[src/rtl/step_sequencer.sv]
// Drum-machine step sequencer: loads the tempo generator with a 3-cycle strobe and
// steps a STEPS x TRACKS pattern on every accepted tick, emitting one-cycle triggers.
module step_sequencer #(
  parameter  int STEPS  = 16,
  parameter  int TRACKS = 4,
  localparam int AW     = $clog2(STEPS)
) (
  input  logic              clk,
  input  logic              reset,
  input  logic              tick,
  input  logic [7:0]        bpm_in,
  input  logic              bpm_set,
  input  logic              play,
  input  logic              stop,
  input  logic              pat_we,
  input  logic [AW-1:0]     pat_addr,
  input  logic [TRACKS-1:0] pat_data,
  output logic [7:0]        bpm_out,
  output logic              load_bpm,
  output logic [AW-1:0]     step,
  output logic [TRACKS-1:0] trig,
  output logic              bar_pulse,
  output logic              running
);

  typedef enum logic [1:0] {IDLE, RUN, PAUSE, LOAD} state_e;

  state_e                        state_q, ret_q;
  logic [1:0]                    cnt_q;
  logic [7:0]                    bpm_q;
  logic                          load_q, bar_q, running_q;
  logic [AW-1:0]                 step_q;
  logic [TRACKS-1:0]             trig_q;
  logic [STEPS-1:0][TRACKS-1:0]  pat_q;

  always_ff @(posedge clk or negedge reset) begin
    if (!reset) begin
      state_q   <= IDLE;
      ret_q     <= IDLE;
      cnt_q     <= '0;
      bpm_q     <= 8'd60;
      load_q    <= 1'b0;
      bar_q     <= 1'b0;
      running_q <= 1'b0;
      step_q    <= '0;
      trig_q    <= '0;
      pat_q     <= '0;
    end else begin
      trig_q <= '0;
      bar_q  <= 1'b0;
      // Non-blocking write keeps a same-cycle tick reading the old step data.
      if (pat_we) pat_q[pat_addr] <= pat_data;

      if (stop) begin
        step_q <= '0;
        running_q <= 1'b0;
        if (state_q == LOAD) begin
          // The strobe still runs to completion; only the destination changes.
          ret_q <= IDLE;
          if (cnt_q == 2'd2) begin
            state_q <= IDLE;
            load_q  <= 1'b0;
          end else begin
            cnt_q <= cnt_q + 2'd1;
          end
        end else begin
          state_q <= IDLE;
        end
      end else if (bpm_set) begin
        bpm_q   <= (bpm_in == 8'd0) ? 8'd60 : bpm_in;
        cnt_q   <= '0;
        load_q  <= 1'b1;
        state_q <= LOAD;
        if (state_q != LOAD) begin
          ret_q     <= state_q;
          running_q <= (state_q == RUN);
        end
      end else begin
        case (state_q)
          LOAD: begin
            if (cnt_q == 2'd2) begin
              state_q <= ret_q;
              load_q  <= 1'b0;
            end else begin
              cnt_q <= cnt_q + 2'd1;
            end
          end
          IDLE: begin
            if (play) begin
              state_q   <= RUN;
              running_q <= 1'b1;
            end
          end
          RUN: begin
            if (play) begin
              state_q   <= PAUSE;
              running_q <= 1'b0;
            end else if (tick) begin
              trig_q <= pat_q[step_q];
              bar_q  <= (step_q == '0);
              step_q <= step_q + 1'b1;
            end
          end
          PAUSE: begin
            if (play) begin
              state_q   <= RUN;
              running_q <= 1'b1;
            end
          end
        endcase
      end
    end
  end

  assign bpm_out   = bpm_q;
  assign load_bpm  = load_q;
  assign step      = step_q;
  assign trig      = trig_q;
  assign bar_pulse = bar_q;
  assign running   = running_q;

endmodule

[config.mk]
export PLATFORM = sky130hd
export DESIGN_NAME = step_sequencer
export DESIGN_NICKNAME = d
export VERILOG_FILES = /design/src/rtl/step_sequencer.sv
export SDC_FILE = /design/constraint.sdc
export NUM_CORES = 1
export LEC_CHECK = 0
export ABC_CLOCK_PERIOD_IN_PS = 2900
export BUFFER_PORTS_ARGS = -buffer_cell sky130_fd_sc_hd__buf_4
export CORE_MARGIN = 10
export CORE_UTILIZATION = 40
export DETAILED_ROUTE_END_ITERATION = 10
export HOLD_SLACK_MARGIN = 0.15
export MAX_ROUTING_LAYER = met4
export PLACE_DENSITY = 0.64
export RECOVER_POWER = 25
export SLEW_MARGIN = 20
export SYNTH_ARGS = -nofsm -noshare
export SYNTH_HDL_FRONTEND = slang
export SYNTH_SLANG_ARGS = --single-unit
export TNS_END_PERCENT = 1
[constraint.sdc]
create_clock -name clk -period 2.9 [get_ports clk]
set_input_delay 0.29 -clock clk [delete_from_list [all_inputs] [get_ports clk]]
set_output_delay 0.29 -clock clk [all_outputs]
set_load 0.005 [all_outputs]
# Yosys cells after proc, flatten, opt, wreduce, memory -nomap -nowiden
# Index checks and enable logic that the tools add are counted.
[totals]
in_bits = 23
register_bits = 89
out_inout_bits = 19
elab_cells = 106
[op_classes]
n_lt_le_gt_ge = 3
n_reduce_logical = 15
eq_ne = 13
bitwise_logic = 1
addsub = 2
n_mux = 47
[op_table]
columns = ["operator", "n"]
rows = [
  ["bitwise mux 64 bit", 1],
  ["two-way mux 4 bit", 12],
  ["two-way mux 2 bit", 15],
  ["binary-select mux 4 bit (select 4 bit)", 1],
  ["demux 4 bit (select 4 bit)", 1],
  ["two-way mux 1 bit", 14],
  ["AND reduction 4 bit", 3],
  ["< comparator 4 x 5 -> 1 bit, second input constant", 2],
  ["logical NOT 8 bit", 1],
  ["two-way mux 8 bit", 1],
  ["nonzero test 2 bit", 4],
  ["== test 2 bit, second input constant", 3],
  ["!= test 2 x 1 -> 1 bit, second input constant", 3],
  ["!= test 3 x 2 -> 1 bit, second input constant", 2],
  ["case mux 2 bit (3 select lines)", 1],
  ["adder 4 x 1 -> 4 bit, second input constant", 1],
  ["greater-or-equal comparator 4 x 1 -> 1 bit, second input constant", 1],
  ["logical NOT 4 bit", 1],
  ["!= test 4 x 1 -> 1 bit, second input constant", 1],
  ["!= test 4 bit, second input constant", 1],
  ["nonzero test 4 bit", 1],
  ["!= test 3 x 1 -> 1 bit, second input constant", 1],
  ["AND reduction 3 bit", 1],
  ["adder 2 x 1 -> 2 bit, second input constant", 1],
  ["8 further kinds", 8],
]

# Longest topological paths before layout
[logic_depth]
ltp_word = 7
mapped_depth = 6
ltp_nobuf = 6

# Worst setup path before layout
# No wires, ideal clock.
[synth_timing]
path_type = "flip-flop to flip-flop"
start = "register step_q[0] (netlist: step[0])"
end = "register trig_q[1] (netlist: trig[1])"
setup_slack_ps = 1258
synth_period_minus_slack_ps = 1642
t_arrival_ps = 1521
stages_incl_launch_ff = 7
path_buffers = 2
required_ps = 2780
setup_ps = 120
path_cell_list = "dfrtp_1 buf_6 buf_6 mux4_1 nand2_1 nand2_1 o211a_1"
[synth_between]
elab_chain_len = 7
[synth_rtl]
columns = ["element", "line_no", "text"]
rows = [
  ["from (decl)", "32", "logic [AW-1:0] step_q;"],
  ["from (signal assigned)", "101", "step_q <= step_q + 1'b1;"],
  ["binary-select mux 4 bit (select 4 bit)", "99", "trig_q <= pat_q[step_q];"],
  ["two-way mux 4 bit (implied by the code)", "99", ""],
  ["two-way mux 4 bit", "98", "end else if (tick) begin"],
  ["two-way mux 4 bit", "95", "if (play) begin"],
  ["two-way mux 4 bit", "79", "case (state_q)"],
  ["two-way mux 4 bit", "69", "end else if (bpm_set) begin"],
  ["two-way mux 4 bit", "54", "if (stop) begin"],
  ["to (signal assigned)", "99", ""],
  ["to (decl)", "33", "logic [TRACKS-1:0] trig_q;"],
]
# Every way passes these cells. The select of a mux whose other input is x is not followed.
# A chain may end at the register's enable or synchronous reset.

# Final worst setup path
[layout_timing]
start = "register step_q[0] (netlist: step[0])"
end = "register trig_q[3] (netlist: trig[3])"
# The elaborated chain is that of the path after synthesis.

==> results_dict.tcl <==
set metrics [dict create \
    status "complete, no violations" \
    track_usage_pct 12.48 \
    ys_seq_area_share_pct 53.22 \
    fin_crit_ps 1969 \
    initial_core_util_pct 40.81 \
    worst_skew_pair.late_latency_ps 350 \
    reg2reg_slack_ps 930 \
    grt_first_pass_wirelength_microns 14210 \
    syn_area_per_cell_sq_um 13.75 \
    worst_pin_slew_ps 1402 \
    hold_class "in2reg" \
    p_leak_nw 2.180 \
    yosys.area.top_type "dfrtp_1" \
    drv_cap 0 \
    ys_async_sr_fraction_pct 100.0 \
    grt_pass1_vias 2619 \
    antenna_cells 0 \
    drt-total-wl_microns 8734 \
    dr.pass1.iters 4 \
    p_comb_share_pct 18.2 \
    power.share.clock_pct 28.8 \
    synth_top_area_share_pct 50.72 \
    grt-ovfl-total 0 \
    critPathKind "reg2reg" \
    crit_path_cell_trace "buf_4 -> mux4_1 -> mux2i_1 -> nand2_1 -> o211a_1" \
    wl_per_cell_microns 17.75 \
    synth_most_common_cell "dfrtp_1" \
    switchingPower_mw 0.8287 \
    dp_hpwl_microns 6268 \
    clock-sinks 89 \
    powerDensity_nw_per_um2 637.0 \
    crit_path_end_kind "register" \
    cts_tree "done" \
    vias_per_cell 5.274 \
    die-area_sq_um 14980 \
    slowest_stage "dfrtp_1" \
    pwr-share-seq_pct 53.0 \
    synth_edf_count 0 \
    fin_crit_sh_pct 67.89 \
    fin_cells 492 \
    die_w_microns 122.4 \
    area_growth_pct 16.23 \
    intPower_mw 2.277 \
    swShare_pct 26.69 \
    netlist_instances 305 \
    max_slew_margin_pct 6.501 \
    report.power.total_mw 3.105 \
    report.final.slew_viol_count 0 \
    synthTopCellsByArea "dfrtp_1 51%, mux2_2 19%, mux4_1 8.1%" \
    rsz0062_at_grt "no" \
    grt_max_degree 57 \
    ant_nets 0 \
    clk_pin_slew_ps 100 \
    htreeDepth 3 \
    ys_warn_count 0 \
    fin_nets 379 \
    rows 37 \
    coreArea_sq_um 10280 \
    fin_setup_tns_ps 0 \
    clk_path_buf_depth 2 \
    layout-drive-gt1-share_pct 38.76 \
    crit_required_ps 3150 \
    cts-root-buf "clkbuf_8" \
    num_vias 2595 \
    cts_buffers 9 \
    cp-start-kind "register" \
    cp_max_fo 14 \
    io_buffers 41 \
    skew_ps 9.215 \
    drcViolationCount 0 \
    die_h_microns 122.4 \
    drt-initial-drc-count 134 \
    syn_area_sq_um 4194 \
    cp_slowest_stage_delay_ps 610 \
    hold_violations 0 \
    pin_count 42 \
    fmaxAchievable_mhz 507.9 \
    ys_types 34 \
    gp_congestion 0.8752 \
    peakVddDrop_mv 0.2434 \
    antenna_found_initial 0 \
    yosys-top-cells-count "85 x dfrtp_1, 71 x mux2_2, 27 x nand2_1, 17 x nor2_1, 13 x mux4_1" \
    arrival_ps 2220 \
    dp_cells 470 \
    syn-num-nets 333 \
    setup_viol_count_final 0 \
    synthFlopType "dfrtp_1" \
    synth_seq_cells 89 \
]
==> state kept, by name, indices dropped and copies added, names as in the netlist <==
name and flops:
bar_pulse 1, bpm_out 8, cnt_q 2, load_bpm 1, pat_q 64, ret_q 2
running 1, state_q 2, step 4, trig 4
==> final timing paths <==
check / start / to / depth (start not counted)
max in group asynchronous: reset / pat_q[23] / 3
max: step[0] / trig[3] / 5
min in group asynchronous: reset / bpm_out[1] / 2
min: bpm_in[7] / bpm_out[7] / 2
min reg2reg: pat_q[20] / pat_q[20] / 1
max reg2reg: step[0] / trig[3] / 5
==> cells by family after synthesis <==
family          Yosys count  share of synthesized area (%)
mux                      91                          29.77
xor+xnor                  3                         0.6266
compound gates           25                          4.057
buf+inv                  23                          2.923
fa+ha+maj                 5                          1.492
flops                    89                          53.22
simple gates             69                          7.906
==> repair_timing <==
item                                   in CTS  in global routing
endpoints found under the hold margin      56                  0
resized for setup                           0                  0
setup endpoints to repair                   0                  0
setup buffers                               0                  0
hold buffers                                6                  0
==> stage by stage <==
| step | setup WS [ps] | cell area, sq um | hold slack (ps) | utilization (%) |
|---|---|---|---|---|
| 4_1_cts | 908.5 | 4881 | 156.8 | 47.49 |
| 5_1_grt | 758.4 | 4875 | 162.0 | 47.43 |
| 6_report | 931.1 | 4875 | 171.3 | 47.43 |
| 3_3_place_gp | 944.4 | 4611 | 389.7 | 44.86 |
| 3_5_place_dp | 921.7 | 4611 | 393.8 | 44.86 |
| 2_1_floorplan | 1258 | 4194 | -5.591 | - |
==> area by class of cell <==
type | count | area [sq um]
clock buffers | 10 | 137.6
multi-input cells | 193 | 1839
fillers | 921 | 5403
repair buffers | 49 | 389.1
clock inverters | 6 | 72.57
well taps | 136 | 170.2
inverters | 9 | 33.78
flip-flops and latches | 89 | 2232
==> metal layers <==
layer / vias to the layer above / GRT usage [%] / part of all wire (%)
met5: - / - / 0
met4: 0 / 5.523 / 1.4
met3: 8 / 2.020 / 4.8
met2: 47 / 18.30 / 46
met1: 1331 / 16.72 / 47
li1: 1209 / - / -
==> layout by cell type, fill, tap and decap left out, types with 2 or more instances in the layout <==
cell type | Yosys | routed
dfrtp_1 | 85 | 85
nor2b_1 | 2 | 2
o211a_1 | 4 | 4
mux4_2 | 3 | 3
inv_6 | 0 | 3
mux2i_1 | 4 | 4
nand3b_1 | 4 | 4
dlygate4sd3_1 | 0 | 6
o21ai_0 | 6 | 6
dfstp_2 | 4 | 4
nand2_1 | 27 | 27
and4_1 | 2 | 2
o22a_1 | 4 | 4
mux4_1 | 13 | 13
or3_1 | 3 | 3
inv_1 | 9 | 9
a21oi_1 | 8 | 8
nor2_1 | 17 | 17
nor3_1 | 2 | 2
nand2b_1 | 2 | 2
nand3_1 | 2 | 2
mux2_2 | 71 | 71
xnor2_1 | 3 | 3
and3_1 | 3 | 3
nor4_1 | 2 | 2
clkbuf_8 | 1 | 10
ha_1 | 5 | 5
buf_4 | 0 | 40
==> power by group through the flow <==
stage               sequential (mW)  clock (mW)  combinational (mW)
CTS                            1.65       0.916               0.576
finish                         1.65       0.895               0.564
global placement               1.67           0               0.550
floorplan                      1.61           0               0.411
detailed placement             1.67           0               0.568
global route                   1.68       0.960               0.631
==> worst max-delay path, delay by kind of cell, from the launching register on <==
kind                   cells  cell delay (ps)
AO/OA/AOI/OAI              1              140
buffers and inverters      1              320
flip-flops                 1              610
multiplexers               2              720
AND/OR/NAND/NOR            1               70
(Power assumes the default switching activity.)
